===== src/rtl/spi_slave_pkg.sv =====
`default_nettype none
// +--------------------------------------------------------------------+
// | spi_slave_pkg : register map, bit positions, FSM states and fill    |
// | value shared by the SPI slave and the companion spi_master.         |
// | Revision 1.0                                                        |
// +--------------------------------------------------------------------+
package spi_slave_pkg;

  localparam logic [3:0] ADDR_STATUS   = 4'h0;
  localparam logic [3:0] ADDR_DATA_OUT = 4'h1;
  localparam logic [3:0] ADDR_DATA_IN  = 4'h2;
  localparam logic [3:0] ADDR_CTRL     = 4'h3;

  localparam int STAT_SELECTED = 0;
  localparam int STAT_RX_FULL  = 1;
  localparam int STAT_OVERRUN  = 2;
  localparam int STAT_TX_EMPTY = 3;

  localparam int CTRL_CPHA   = 0;
  localparam int CTRL_CPOL   = 1;
  localparam int CTRL_EN     = 2;
  localparam int CTRL_INT_EN = 3;

  localparam logic [7:0] TX_FILL = 8'hFF;

  typedef enum logic [1:0] {
    ST_IDLE  = 2'd0,
    ST_LOAD  = 2'd1,
    ST_SHIFT = 2'd2,
    ST_DONE  = 2'd3
  } spi_state_e;

  // Leading edge is the idle->active SCLK transition for the given CPOL.
  function automatic logic lead_edge(input logic cpol, input logic rise, input logic fall);
    return cpol ? fall : rise;
  endfunction

endpackage
`default_nettype wire


===== src/rtl/spi_slave_if.sv =====
`default_nettype none
// +--------------------------------------------------------------------+
// | spi_slave_if : CPU register-access bus of the SPI slave.           |
// | Revision 1.0                                                        |
// +--------------------------------------------------------------------+
interface spi_slave_if;
  logic       i_en;
  logic       i_wr;
  logic [3:0] i_addr;
  logic [7:0] i_data;
  logic [7:0] o_data;

  modport master (output i_en, output i_wr, output i_addr, output i_data, input o_data);
  modport slave  (input i_en, input i_wr, input i_addr, input i_data, output o_data);
endinterface
`default_nettype wire


===== src/rtl/spi_slave_sync_bits.sv =====
`default_nettype none
// +--------------------------------------------------------------------+
// | sync_bits : multi-bit flop-chain synchronizer with reset preset.    |
// | Revision 1.0                                                        |
// +--------------------------------------------------------------------+
module sync_bits #(
  parameter int               WIDTH       = 1,
  parameter int               SYNC_STAGES = 2,
  parameter logic [WIDTH-1:0] RESET_VAL   = '0
) (
  input  wire logic             clk_i,
  input  wire logic             rst_i,
  input  wire logic [WIDTH-1:0] d_i,
  output logic      [WIDTH-1:0] q_o
);

  // Fewer than two stages would not settle metastability.
  localparam int N_STAGES = (SYNC_STAGES < 2) ? 2 : SYNC_STAGES;

  logic [WIDTH-1:0] stage_q [N_STAGES];

  always_ff @(posedge clk_i) begin
    if (rst_i) begin
      for (int s = 0; s < N_STAGES; s++) stage_q[s] <= RESET_VAL;
    end else begin
      stage_q[0] <= d_i;
      for (int s = 1; s < N_STAGES; s++) stage_q[s] <= stage_q[s-1];
    end
  end

  assign q_o = stage_q[N_STAGES-1];

endmodule
`default_nettype wire


===== src/rtl/spi_slave.sv =====
`default_nettype none
// +--------------------------------------------------------------------+
// | spi_slave : 8-bit SPI slave (modes 0-3) with CPU register access.   |
// | Optional interrupt output enabled by defining SPI_SLAVE_INT_EN.     |
// | Revision 1.0                                                        |
// +--------------------------------------------------------------------+
module spi_slave
  import spi_slave_pkg::*;
#(
  parameter int SYNC_STAGES = 2
) (
  input  wire logic i_clk,
  input  wire logic i_rst,
  input  wire logic i_SCLK,
  input  wire logic i_MOSI,
  input  wire logic i_SS_bar,
  output logic      o_MISO,
  output logic      o_MISO_oe,
  output logic      o_int,
  spi_slave_if.slave cpu
);

`ifdef SPI_SLAVE_INT_EN
  localparam logic [3:0] CTRL_WMASK = 4'hF;
`else
  localparam logic [3:0] CTRL_WMASK = 4'h7;
`endif

  logic [2:0] sync_w;
  logic       sclk_s, mosi_s, ss_s;

  sync_bits #(
    .WIDTH      (3),
    .SYNC_STAGES(SYNC_STAGES),
    .RESET_VAL  (3'b100)
  ) u_sync (
    .clk_i(i_clk),
    .rst_i(i_rst),
    .d_i  ({i_SS_bar, i_MOSI, i_SCLK}),
    .q_o  (sync_w)
  );

  assign {ss_s, mosi_s, sclk_s} = sync_w;

  spi_state_e state_q;
  logic [3:0] ctrl_q;
  logic [7:0] data_in_q, tx_hold_q, tx_shift_q, rx_shift_q, rdata_q, rdata_d;
  logic       rx_full_q, overrun_q, tx_empty_q;
  logic [2:0] bit_cnt_q;
  logic       sclk_prev_q, ss_prev_q;

  logic sclk_rise, sclk_fall, ss_fall, lead, trail, sample_edge, shift_edge;
  logic enable, cpu_rd, cpu_wr, rd_data_in;
  logic [7:0] status_w;

  assign sclk_rise   = sclk_s & ~sclk_prev_q;
  assign sclk_fall   = ~sclk_s & sclk_prev_q;
  assign ss_fall     = ss_prev_q & ~ss_s;
  assign lead        = lead_edge(ctrl_q[CTRL_CPOL], sclk_rise, sclk_fall);
  assign trail       = lead_edge(ctrl_q[CTRL_CPOL], sclk_fall, sclk_rise);
  assign sample_edge = ctrl_q[CTRL_CPHA] ? trail : lead;
  assign shift_edge  = ctrl_q[CTRL_CPHA] ? lead : trail;

  assign enable     = ctrl_q[CTRL_EN];
  assign cpu_rd     = cpu.i_en & ~cpu.i_wr;
  assign cpu_wr     = cpu.i_en & cpu.i_wr;
  assign rd_data_in = cpu_rd && (cpu.i_addr == ADDR_DATA_IN);

  assign status_w = {4'b0000, tx_empty_q, overrun_q, rx_full_q, ~ss_s};

  always_comb begin
    rdata_d = 8'h00;
    case (cpu.i_addr)
      ADDR_STATUS:   rdata_d = status_w;
      ADDR_DATA_OUT: rdata_d = tx_hold_q;
      ADDR_DATA_IN:  rdata_d = data_in_q;
      ADDR_CTRL:     rdata_d = {4'b0000, ctrl_q};
      default:       rdata_d = 8'h00;
    endcase
  end

  always_ff @(posedge i_clk) begin
    if (i_rst) begin
      state_q     <= ST_IDLE;
      ctrl_q      <= 4'h0;
      data_in_q   <= 8'h00;
      tx_hold_q   <= 8'h00;
      tx_shift_q  <= 8'h00;
      rx_shift_q  <= 8'h00;
      rdata_q     <= 8'h00;
      rx_full_q   <= 1'b0;
      overrun_q   <= 1'b0;
      tx_empty_q  <= 1'b1;
      bit_cnt_q   <= 3'd0;
      sclk_prev_q <= 1'b0;
      ss_prev_q   <= 1'b1;
    end else begin
      sclk_prev_q <= sclk_s;
      ss_prev_q   <= ss_s;

      if (cpu_rd) rdata_q <= rdata_d;
      if (rd_data_in) rx_full_q <= 1'b0;
      if (cpu_wr && cpu.i_addr == ADDR_STATUS && cpu.i_data[STAT_OVERRUN])
        overrun_q <= 1'b0;

      case (state_q)
        ST_IDLE: begin
          if (ss_fall && enable) state_q <= ST_LOAD;
        end
        ST_LOAD: begin
          tx_shift_q <= tx_empty_q ? TX_FILL : tx_hold_q;
          tx_empty_q <= 1'b1;
          bit_cnt_q  <= 3'd0;
          state_q    <= ss_s ? ST_IDLE : ST_SHIFT;
        end
        ST_SHIFT: begin
          if (ss_s) begin
            state_q <= ST_IDLE;
          end else if (sample_edge) begin
            rx_shift_q <= {rx_shift_q[6:0], mosi_s};
            bit_cnt_q  <= bit_cnt_q + 3'd1;
            if (bit_cnt_q == 3'd7) state_q <= ST_DONE;
          end else if (shift_edge && bit_cnt_q != 3'd0) begin
            // The edge before the first sample of a byte must not shift:
            // the MSB loaded in LOAD is still being presented.
            tx_shift_q <= {tx_shift_q[6:0], 1'b0};
          end
        end
        ST_DONE: begin
          if (!rx_full_q || rd_data_in) begin
            data_in_q <= rx_shift_q;
            rx_full_q <= 1'b1;
          end else begin
            overrun_q <= 1'b1;
          end
          state_q <= ss_s ? ST_IDLE : ST_LOAD;
        end
        default: state_q <= ST_IDLE;
      endcase

      if (!enable) state_q <= ST_IDLE;

      // A CPU write to DATA_OUT wins over LOAD marking the buffer consumed.
      if (cpu_wr && cpu.i_addr == ADDR_DATA_OUT) begin
        tx_hold_q  <= cpu.i_data;
        tx_empty_q <= 1'b0;
      end
      if (cpu_wr && cpu.i_addr == ADDR_CTRL) ctrl_q <= cpu.i_data[3:0] & CTRL_WMASK;
    end
  end

  assign cpu.o_data = rdata_q;
  assign o_MISO_oe  = ~ss_s & enable;
  assign o_MISO     = o_MISO_oe & tx_shift_q[7];

`ifdef SPI_SLAVE_INT_EN
  logic int_q;
  always_ff @(posedge i_clk) begin
    if (i_rst) int_q <= 1'b0;
    else       int_q <= (rx_full_q | overrun_q) & ctrl_q[CTRL_INT_EN];
  end
  assign o_int = int_q;
`else
  assign o_int = 1'b0;
`endif

endmodule
`default_nettype wire

===== src/flat_wrapper.sv =====
// flat-port wrapper written by rule: the top's interface ports become plain ports
module spi_slave_flat import spi_slave_pkg::*;
#(
  parameter int SYNC_STAGES = 2
)
  (i_clk, i_rst, i_SCLK, i_MOSI, i_SS_bar, o_MISO, o_MISO_oe, o_int, cpu_i_en, cpu_i_wr, cpu_i_addr, cpu_i_data, cpu_o_data);
  spi_slave_if cpu_i ();
  input  wire logic i_clk;
  input  wire logic i_rst;
  input  wire logic i_SCLK;
  input  wire logic i_MOSI;
  input  wire logic i_SS_bar;
  output logic o_MISO;
  output logic o_MISO_oe;
  output logic o_int;
  input wire logic [$bits(cpu_i.i_en)-1:0] cpu_i_en;
  input wire logic [$bits(cpu_i.i_wr)-1:0] cpu_i_wr;
  input wire logic [$bits(cpu_i.i_addr)-1:0] cpu_i_addr;
  input wire logic [$bits(cpu_i.i_data)-1:0] cpu_i_data;
  output wire logic [$bits(cpu_i.o_data)-1:0] cpu_o_data;
  assign cpu_i.i_en = cpu_i_en;
  assign cpu_i.i_wr = cpu_i_wr;
  assign cpu_i.i_addr = cpu_i_addr;
  assign cpu_i.i_data = cpu_i_data;
  assign cpu_o_data = cpu_i.o_data;
  spi_slave #(.SYNC_STAGES(SYNC_STAGES)) u_core (.i_clk(i_clk), .i_rst(i_rst), .i_SCLK(i_SCLK), .i_MOSI(i_MOSI), .i_SS_bar(i_SS_bar), .o_MISO(o_MISO), .o_MISO_oe(o_MISO_oe), .o_int(o_int), .cpu(cpu_i));
endmodule

===== config.mk =====
export PLATFORM = sky130hd
export DESIGN_NAME = spi_slave_flat
export DESIGN_NICKNAME = d
export VERILOG_FILES = /design/src/rtl/spi_slave_pkg.sv /design/src/rtl/spi_slave_if.sv /design/src/rtl/spi_slave_sync_bits.sv /design/src/rtl/spi_slave.sv /design/src/flat_wrapper.sv
export SDC_FILE = /design/constraint.sdc
export NUM_CORES = 1
export LEC_CHECK = 0
export BUFFER_PORTS_ARGS = -buffer_cell sky130_fd_sc_hd__clkbuf_2
export CAP_MARGIN = 20
export CORE_ASPECT_RATIO = 1.2
export CORE_MARGIN = 4
export CORE_UTILIZATION = 32
export CTS_BUF_LIST = sky130_fd_sc_hd__clkbuf_4 sky130_fd_sc_hd__clkbuf_8
export DETAILED_ROUTE_END_ITERATION = 10
export GPL_ROUTABILITY_DRIVEN = 0
export PLACE_DENSITY = 0.45
export SYNTH_ARGS = -nofsm -noshare
export SYNTH_HDL_FRONTEND = slang
export SYNTH_HIERARCHICAL = 1
export SYNTH_SLANG_ARGS = --single-unit

===== constraint.sdc =====
create_clock -name i_clk -period 1.97 [get_ports i_clk]
set_clock_uncertainty 0.2 [all_clocks]
set_input_delay 0.4925 -clock i_clk [delete_from_list [all_inputs] [get_ports i_clk]]
set_output_delay 0.4925 -clock i_clk [all_outputs]
set_load 0.02 [all_outputs]

==> impl_results.md, run 1 <==
* Via count at 2103
* Crit path max-delay family: flip-flops
* Hold Path Class: input pin to register
* Synth async-reset ratio at 0%
* Total grt overflow at 0
* Worst-path fanout max at 5
* Mapped Cells at 289
* Clock Sink Count at 59
* Post-Synth XOR/XNOR Area at 0.6253%
* Core Rows at 35
* Fin nets at 335
* Syn Nets at 311
* Layout cells sized above 1 at 19.56%
* Initial Util at 33.37%
* Achievable frequency at 0.5300 GHz
* Vias in the first global route at 2001
* Fraction of power spent switching nets at 22.94%
* Crit path capture type: primary output
* Cells along the critical path: inv_1, and3_1, clkbuf_2
* Maxcap violations at 0
* Most frequent cells in the layout: dfxtp_1, a21oi_1, nor2_1, nand3_1, clkbuf_2
* Drt drc at 0
* Gate power share at 5.0%
* Register area share after synthesis at 45.41%
* Cell Count, Final, Fillers Out at 409
* Final hold vios at 0
* GR Util met2 at 21.14%
* Vias per cell at 5.142
* Grt peak-use layer: met2
* Critical path class: register to primary output
* CP max-delay cell: dfxtp_1
* Synthesized area per cell at 9.001 µm²
* WP data required at 1.28 ns
* Total track usage at 13.54%
* Worst stage delay on the critical path at 0.39 ns
* Global-route wire length before repair at 10330 µm
* IO Pins at 30
* PwrDens at 782.0 mW/mm²
* WHS at 0.1307 ns
* EDFF count, synth at 0
* Clock Latency Late Sink at 0.33 ns
* Seq cells post-synth at 59
* Core area at 0.007795 mm²
* Die area at 0.009641 mm²
* Resize count post-CTS at 0
* Int Power at 0.001815 W
* Final setup violation count at 0
* Critical Path AT at 1.19 ns
* Buffers added on ports at 28
* Mapped cell area at 0.002601 mm²
* Leak pwr at 1.220 nW
* 1st-iter DRT viols at 137
* Rel. slew slack at 55.70%
* Adder-Cell Fraction of Synth Area at 1.443%
* Status: complete, no violations
* Actual slew at the worst max-slew pin at 0.6645 ns
* Synth Area in Compound Gates at 19.10%
* DRT Pass-1 Iters at 4
* Number of buffers created by CTS at 9
* Crit share post-route at 95.77%
* Antenna Nets Post-Route at 0
* Root buffer cell: clkbuf_8
* Die Height at 106.8 µm
* Hold buffer count at cts at 0
* DP Cell Count at 394
* Met3 usage at 4.070%
* Largest family of logic cells by synthesized area: simple AND/OR/NAND/NOR gates
* Yosys cell types at 39
* Synth-to-Final Area Change at 15.78%
* Flop pwr share at 51.2%
* Pins Over Slew Limit at 0
* Final WL at 6189 µm
* CTS tree: built
* Setup crit start kind: register
* Horiz. Die Dim at 90.31 µm
* WL/cell at 15.13 µm
* WP buf/inv at 2
* RSZ-0062 raised after global routing: no
* HPWL after detailed placement at 4380 µm
* Yosys warning total at 6
* Initial antenna violation count at 0
* Post-synthesis mux area share at 8.177%
* Largest net degree at the start of global routing at 34
* Antenna diode count at 0
* Reg clk slew, reported paths at 0.07 ns
* Sw Pwr at 0.0005403 W
* Minimum clock period at 1.887 ns
* H-tree levels at 3
* Worst-case vdd ir drop at 0.3388 mV
* Most common cell after layout, fill and taps aside: dfxtp_1
* Clock network power share at 43.7%
* Deepest clock path buffer count at 2
* Post-Synth Simple-Gate Area at 19.72%
* Met1 Track Usage GR at 17.31%
* Post CTS Setup Buffer Count at 0
* Primary FF master, synth: dfxtp_1
layout make-up:
class | count | area, µm²
fillers | 815 | 4783
multi-input cells | 200 | 1286
flip-flops and latches | 59 | 1181
repair buffers | 38 | 227.7
clock buffers | 13 | 172.7
well taps | 92 | 115.1
inverters | 5 | 18.77
clock inverters | 2 | 10.01
path summary, 6_finish.rpt:
path                                                             start                                      to  slack, ns  cells past startpoint
worst max-delay path            u_core/u_sync/stage_q[0][5]$_SDFF_PP1_                                  o_MISO       0.08                      3
worst min-delay path                                          i_SS_bar  u_core/u_sync/stage_q[0][2]$_SDFF_PP1_       0.13                      2
worst max register to register           u_core/ctrl_q[0]$_SDFFE_PP0P_        u_core/bit_cnt_q[1]$_SDFFE_PP0P_       0.20                      4
worst min register to register  u_core/u_sync/stage_q[0][2]$_SDFF_PP1_  u_core/u_sync/stage_q[0][5]$_SDFF_PP1_       0.21                      1
cells in the mapped netlist, types with 2 or more instances:
cell type  number  area share (%)
a211o_1         7             2.4
a21oi_1        30             5.8
dfxtp_1        59              45
inv_1           5            0.72
buf_4           5             1.4
mux2i_1        13             5.0
o211ai_1        3            0.87
buf_2           6             1.2
a22oi_1         9             2.6
a22o_1          4             1.3
nand2_1        11             1.6
or2_1           2            0.48
mux4_2          2             1.7
clkbuf_1       12             1.7
nand2b_1       14             3.4
nand3_1        29             5.6
o21ai_0        18             3.5
and3_1          2            0.48
ha_1            3             1.4
nor2_1         29             4.2
nor2b_1         8             1.9
per-layer routing:
metal	up-vias	wire length (µm)	share of wire, %
li1	1065	-	-
met1	987	2973	48
met2	43	2839	46
met3	8	285	4.6
met4	0	91	1.5
met5	-	0	0
cell families (layout without fill, tap and decap cells):
kind of cell             Yosys count  after routing
multiplexers                      17             17
adder cells (fa/ha/maj)            3              3
flip-flops                        59             59
AO/OA/AOI/OAI                     78             78
other                              1              1
buffers and inverters             30             58
XOR/XNOR                           1              1
AND/OR/NAND/NOR                  100            100
registers in the layout, summed over array words and instances, names as in the netlist:
register / flops
u_core/bit_cnt_q: 3
u_core/cpu.o_data: 8
u_core/ctrl_q: 3
u_core/data_in_q: 8
u_core/overrun_q: 1
u_core/rx_full_q: 1
u_core/rx_shift_q: 8
u_core/sclk_prev_q: 1
u_core/ss_prev_q: 1
u_core/state_q: 2
u_core/tx_empty_q: 1
u_core/tx_hold_q: 8
u_core/tx_shift_q: 8
u_core/u_sync/stage_q: 6
power groups by stage:
stage	Clock [W]	Combinational, W	Sequential [W]
after floorplan	0	0.0000731	0.00123
after global placement	0	0.000119	0.00123
after detailed placement	0	0.000119	0.00123
after CTS	0.00107	0.000119	0.00121
after global routing	0.00113	0.000131	0.00121
final	0.00103	0.000118	0.00121
through the flow:
stage	area, µm²	TNS [ns]	worst slack (ns)	utilization (%)	power (W)
after CTS	3012	0	0.05249	38.64	0.002391
after detailed placement	2829	-0.02923	-0.02923	36.29	0.001353
final	3012	0	0.08334	38.64	0.002355
after global routing	3012	0	0.02850	38.64	0.002465
after floorplan	2601	0	0.2196	-	0.001304
after global placement	2829	0	0.02503	36.29	0.001353
Power figures use the tool's default switching activity.
==> run 2: changes to the inputs <==
==> constraint.sdc (replaced) <==
create_clock -name i_clk -period 1.97 [get_ports i_clk]
set_clock_uncertainty 0.2 [all_clocks]
set_input_delay 0.197 -clock i_clk [delete_from_list [all_inputs] [get_ports i_clk]]
set_output_delay 0.197 -clock i_clk [all_outputs]
set_load 0.02 [all_outputs]
==> impl_results.md, run 2 (same netlist as run 1, synthesis figures left out) <==
* Status: complete, no violations
* Clock Latency Late Sink at 0.33 ns (about the same)
* Vias in the first global route at 2096 (+4.7%)
* Number of buffers created by CTS at 9 (unchanged)
* Crit path capture type: register
* Gate power share at 5.6% (+0.6 points)
* Core area at 0.007795 mm² (unchanged)
* WL/cell at 14.59 µm (-3.6%)
* Vias per cell at 4.995 (-2.9%)
* Endpoint with the worst hold slack: u_core/cpu.o_data[1]$_SDFFE_PP0N_
* Antenna Nets Post-Route at 0 (unchanged)
* Pins Over Slew Limit at 0 (unchanged)
* Global-route wire length before repair at 10520 µm (+1.8%)
* Post CTS Setup Buffer Count at 0 (unchanged)
* TNS Setup at 0 ns (unchanged)
* Core Util, Final at 40.00% (+1.4 points)
* WP data required at 1.96 ns (+0.68 ns)
* Hold path depth at 4 (+2)
* HPWL after detailed placement at 4338 µm (-0.98%)
* Final Power at 0.002357 W (about the same)
* 1st-iter DRT viols at 78 (-43%)
* Largest net degree at the start of global routing at 35 (+2.9%)
* Worst R2R End: u_core/bit_cnt_q[0]$_SDFFE_PP0P_
* Most frequent cells in the layout: dfxtp_1, a21oi_1, nor2_1, nand3_1, clkbuf_2
* Minimum clock period at 1.739 ns (-0.1472 ns)
* Reg clk slew, reported paths at 0.06 ns (about the same)
* Total grt overflow at 0 (unchanged)
* Fillers at 823 (+0.98%)
* Int Power at 0.001827 W (+0.65%)
* Die area at 0.009641 mm² (unchanged)
* DP Area at 0.002824 mm² (-0.18%)
* RSZ-0062 raised after global routing: no
* DP Cell Count at 395 (+0.25%)
* Layout cells sized above 1 at 19.39% (-0.16 points)
* Flop-to-flop setup slack at 0.23 ns (+0.03 ns)
* Clock network power share at 43.2% (-0.5 points)
* Antenna diode count at 0 (unchanged)
* Resize count post-CTS at 0 (unchanged)
* Critical Path AT at 1.73 ns (+0.54 ns)
* Worst-case vdd ir drop at 0.2924 mV (-14%)
* Clock Sink Count at 59 (unchanged)
* Buffers added on ports at 28 (unchanged)
* Worst R2R Path Depth at 4 (unchanged)
* Fraction of power spent switching nets at 22.49% (-0.45 points)
* Rel. slew slack at 59.29% (+3.6 points)
* Drt drc at 0 (unchanged)
* Cell Count, Final, Fillers Out at 422 (+3.2%)
* IO Pins at 30 (unchanged)
* H-tree levels at 3 (unchanged)
* Hold path start: cpu_i_wr
* Most common cell after layout, fill and taps aside: dfxtp_1
* Via count at 2108 (+0.24%)
* Critical path class: register to register
* Setup crit start kind: register
* Actual slew at the worst max-slew pin at 0.6106 ns (-0.05390 ns)
* DRT Pass-1 Iters at 4 (unchanged)
* PwrDens at 755.8 mW/mm² (-3.3%)
* Final WL at 6158 µm (-0.50%)
* Die Height at 106.8 µm (unchanged)
* Root buffer cell: clkbuf_8
* Crit share post-route at 88.30% (-7.5 points)
* R2R Path Start: u_core/ctrl_q[0]$_SDFFE_PP0P_
* Final hold vios at 0 (unchanged)
* Total track usage at 13.85% (+0.32 points)
* Deepest clock path buffer count at 2 (unchanged)
* Final setup violation count at 0 (unchanged)
* Core Rows at 35 (unchanged)
* Flop pwr share at 51.2% (about the same)
* Horiz. Die Dim at 90.31 µm (unchanged)
* Sw Pwr at 0.0005300 W (-1.9%)
* Hold Path Class: input pin to register
* Leak pwr at 1.270 nW (+4.0%)
* Achievable frequency at 0.5749 GHz (+8.5%)
* Fin nets at 347 (+3.6%)
* Initial Util at 33.37% (unchanged)
* Synth-to-Final Area Change at 19.87%
* Hold buffer count at cts at 11 (+11)
* Maxcap violations at 0 (unchanged)
* Initial antenna violation count at 0 (unchanged)
* CTS tree: built
* Design Area, Final at 0.003118 mm² (+3.5%)
* Worst-path fanout max at 11 (+6)
run 2: cell type report:
type | instances | area (µm²) | share of cell area, %
timing repair buffer | 50 | 332.8 | 10.67
clock buffer | 14 | 173.9 | 5.578
inverter | 5 | 18.77 | 0.6019
clock inverter | 2 | 10.01 | 0.3210
sequential | 59 | 1181 | 37.88
multi-input combinational | 200 | 1286 | 41.25
tap | 92 | 115.1 | 3.692
run 2: how the worst max path moves through the flow:
stage / depth (start not counted) / endpoint / start
2_1_floorplan: 5 / u_core/bit_cnt_q[2]$_SDFFE_PP0P_ / u_core/ctrl_q[1]$_SDFFE_PP0P_
3_3_place_gp: 4 / u_core/bit_cnt_q[1]$_SDFFE_PP0P_ / u_core/ctrl_q[1]$_SDFFE_PP0P_
3_5_place_dp: 5 / u_core/ctrl_q[0]$_SDFFE_PP0P_ / cpu_i_addr[3]
4_1_cts: 4 / u_core/bit_cnt_q[1]$_SDFFE_PP0P_ / u_core/ctrl_q[1]$_SDFFE_PP0P_
5_1_grt: 4 / u_core/rx_shift_q[1]$_SDFFE_PP0P_ / u_core/ctrl_q[1]$_SDFFE_PP0P_
6_report: 4 / u_core/bit_cnt_q[0]$_SDFFE_PP0P_ / u_core/ctrl_q[0]$_SDFFE_PP0P_
run 2: power by group through the flow:
stage	sequential (W)	combinational, W	clock [W]
global route	0.00121	0.000145	0.00111
floorplan	0.00123	0.0000731	0
finish	0.00121	0.000131	0.00102
detailed placement	0.00123	0.000116	0
global placement	0.00123	0.000116	0
CTS	0.00121	0.000133	0.00106
run 2: per-stage QoR:
step           hold WS (ns)  setup slack (ns)
4_1_cts             0.05992            0.2378
2_1_floorplan       0.06861            0.3157
5_1_grt              0.1177           0.08050
3_3_place_gp         0.1736            0.2476
3_5_place_dp         0.1780            0.2403
6_report            0.07924            0.2305
run 2: layer usage:
| layer | up-vias | share of wire [%] | track usage (%) |
|---|---|---|---|
| li1 | 1087 | - | - |
| met1 | 975 | 47 | 16.83 |
| met2 | 36 | 47 | 22.32 |
| met3 | 10 | 3.6 | 3.298 |
| met4 | 0 | 2.4 | 8.206 |
| met5 | - | 0 | 0 |
run 2: critical path, cell delays in order (launching register included):
cell and delay (ns):
dfxtp_1 0.40, xor2_2 0.25, mux2_2 0.47, o211ai_1 0.20, a21oi_1 0.08
==> run 3: changes to the inputs <==
--- a/config.mk
+++ b/config.mk
@@ -7,13 +7,15 @@
 export LEC_CHECK = 0
 export BUFFER_PORTS_ARGS = -buffer_cell sky130_fd_sc_hd__clkbuf_2
 export CAP_MARGIN = 20
+export CELL_PAD_IN_SITES_DETAIL_PLACEMENT = 0
+export CELL_PAD_IN_SITES_GLOBAL_PLACEMENT = 2
 export CORE_ASPECT_RATIO = 1.2
 export CORE_MARGIN = 4
 export CORE_UTILIZATION = 32
 export CTS_BUF_LIST = sky130_fd_sc_hd__clkbuf_4 sky130_fd_sc_hd__clkbuf_8
 export DETAILED_ROUTE_END_ITERATION = 10
 export GPL_ROUTABILITY_DRIVEN = 0
-export PLACE_DENSITY = 0.45
+export PLACE_DENSITY = 0.68
 export SYNTH_ARGS = -nofsm -noshare
 export SYNTH_HDL_FRONTEND = slang
 export SYNTH_HIERARCHICAL = 1
==> impl_results.md, run 3 (same netlist as run 1, synthesis figures left out) <==
* Maxcap violations at 0 (unchanged)
* IO Pins at 30 (unchanged)
* Sw Pwr at 0.0005480 W (+3.4%)
* Critical path class: register to register
* Core Util, Final at 40.43% (+0.43 points)
* Core area at 0.007795 mm² (unchanged)
* WHS at 0.1449 ns (+0.06566 ns)
* Clock network power share at 46.3% (+3.1 points)
* Worst setup path end: u_core/bit_cnt_q[0]$_SDFFE_PP0P_
* Flop pwr share at 48.4% (-2.8 points)
* Actual slew at the worst max-slew pin at 0.6729 ns (+0.06235 ns)
* Vias per cell at 5.109 (+2.3%)
* RSZ-0062 raised after global routing: no
* Most frequent cells in the layout: dfxtp_1, a21oi_1, nor2_1, nand3_1, clkbuf_2
* Met1 Track Usage GR at 16.75% (-0.072 points)
* Worst R2R Path Depth at 4 (unchanged)
* Pins Over Slew Limit at 0 (unchanged)
* Rel. slew slack at 55.14% (-4.2 points)
* Setup crit start kind: register
* Minimum clock period at 1.770 ns (+0.03089 ns)
* Total grt overflow at 0 (unchanged)
* Synth-to-Final Area Change at 21.16%
* H-tree levels at 3 (unchanged)
* Worst setup startpoint: u_core/ctrl_q[1]$_SDFFE_PP0P_
* Deepest clock path buffer count at 2 (unchanged)
* Layout cells sized above 1 at 19.15% (-0.25 points)
* CTS tree: built
* HPWL after detailed placement at 4472 µm (+3.1%)
* Initial Util at 33.37% (unchanged)
* Fin nets at 346 (-0.29%)
* Hold Path Class: input pin to register
* 1st-iter DRT viols at 71 (-9.0%)
* Total track usage at 13.75% (-0.10 points)
* WL/cell at 15.02 µm (+2.9%)
* Crit path capture type: register
* Leak pwr at 1.277 nW (+0.54%)
* Hold buffer count at cts at 11 (unchanged)
* Fraction of power spent switching nets at 21.96% (-0.53 points)
* PwrDens at 791.9 mW/mm² (+4.8%)
* Number of buffers created by CTS at 9 (unchanged)
* Final hold vios at 0 (unchanged)
* Grt peak-use layer: met2
* Buffers added on ports at 28 (unchanged)
* Die Height at 106.8 µm (unchanged)
* Via count at 2151 (+2.0%)
* Worst-case vdd ir drop at 0.2974 mV (+1.7%)
* Crit share post-route at 89.87% (+1.6 points)
* Core Rows at 35 (unchanged)
* TNS Setup at 0 ns (unchanged)
* Fillers at 831 (+0.97%)
* Drt drc at 0 (unchanged)
* Gate power share at 5.4% (-0.2 points)
* Critical Path AT at 1.75 ns (+0.02 ns)
* Vias in the first global route at 2099 (+0.14%)
* Most common cell after layout, fill and taps aside: dfxtp_1
* Post CTS Setup Buffer Count at 0 (unchanged)
* Resize count post-CTS at 0 (unchanged)
* Achievable frequency at 0.5649 GHz (-1.7%)
* Final setup violation count at 0 (unchanged)
* Flop-to-flop setup slack at 0.20 ns (-0.03 ns)
* DRT Pass-1 Iters at 4 (unchanged)
* Cell Count, Final, Fillers Out at 421 (-0.24%)
* Clock Latency Late Sink at 0.33 ns (about the same)
* DP Cell Count at 394 (-0.25%)
* Final WL at 6324 µm (+2.7%)
* Status: complete, no violations
* Antenna Nets Post-Route at 0 (unchanged)
* Antenna diode count at 0 (unchanged)
* GR Util met2 at 22.69% (+0.37 points)
* R2R Path Start: u_core/ctrl_q[1]$_SDFFE_PP0P_
* Int Power at 0.001948 W (+6.6%)
* Reg clk slew, reported paths at 0.07 ns (about the same)
* Horiz. Die Dim at 90.31 µm (unchanged)
* Worst R2R End: u_core/bit_cnt_q[0]$_SDFFE_PP0P_
* Met3 usage at 3.158% (-0.14 points)
* WP data required at 1.95 ns (about the same)
* Global-route wire length before repair at 10680 µm (+1.6%)
* Largest net degree at the start of global routing at 35 (unchanged)
* Clock Sink Count at 59 (unchanged)
* Root buffer cell: clkbuf_8
* Worst-path fanout max at 11 (unchanged)
* Initial antenna violation count at 0 (unchanged)
* Die area at 0.009641 mm² (unchanged)
==> run 3: final cells by class <==
| cell class | count | area (µm²) | area share, % |
|---|---|---|---|
| Inverter | 5 | 18.77 | 0.5955 |
| Multi-Input combinational cell | 200 | 1286 | 40.81 |
| Clock buffer | 12 | 165.2 | 5.240 |
| Timing Repair Buffer | 49 | 337.8 | 10.72 |
| Sequential cell | 59 | 1181 | 37.48 |
| Clock inverter | 4 | 47.55 | 1.509 |
| Tap cell | 92 | 115.1 | 3.652 |
==> run 3: per-layer routing <==
layer  up-vias  part of all wire [%]
li1       1087                     -
met1      1008                    46
met2        42                    48
met3        14                   3.7
met4         0                   2.5
met5         -                     0
==> run 3: worst max-delay path: stages (launching register included) <==
cell	delay (ns)
dfxtp_1	0.39
xor2_2	0.26
mux2_2	0.47
o211ai_1	0.21
a21oi_1	0.09
==> run 3: power by group through the flow <==
stage / registers, W / clock network [W] / logic (W)
floorplan: 0.00123 / 0 / 0.0000731
global placement: 0.00123 / 0 / 0.000119
detailed placement: 0.00123 / 0 / 0.000118
CTS: 0.00121 / 0.00121 / 0.000136
global route: 0.00121 / 0.00124 / 0.000148
finish: 0.00121 / 0.00116 / 0.000134
==> run 3: how the worst min path moves through the flow <==
stage / from / endpoint / slack [ns] / cells past startpoint
2_1_floorplan: i_rst / u_core/u_sync/stage_q[0][0]$_SDFF_PP0_ / 0.07 / 1
3_3_place_gp: i_SS_bar / u_core/u_sync/stage_q[0][2]$_SDFF_PP1_ / 0.17 / 2
3_5_place_dp: i_SS_bar / u_core/u_sync/stage_q[0][2]$_SDFF_PP1_ / 0.18 / 2
4_1_cts: cpu_i_addr[1] / u_core/cpu.o_data[3]$_SDFFE_PP0N_ / 0.13 / 4
5_1_grt: cpu_i_addr[1] / u_core/cpu.o_data[3]$_SDFFE_PP0N_ / 0.18 / 4
6_report: cpu_i_addr[1] / u_core/cpu.o_data[3]$_SDFFE_PP0N_ / 0.14 / 4
==> run 3: metrics by stage <==
| step | setup WS (ns) | power [W] | area [µm²] |
|---|---|---|---|
| after floorplan | 0.3157 | 0.001304 | 2601 |
| after global placement | 0.2251 | 0.001353 | 2829 |
| after detailed placement | 0.2107 | 0.001352 | 2829 |
| after CTS | 0.1938 | 0.002552 | 3152 |
| after global routing | 0.07779 | 0.002599 | 3152 |
| final | 0.1997 | 0.002496 | 3152 |
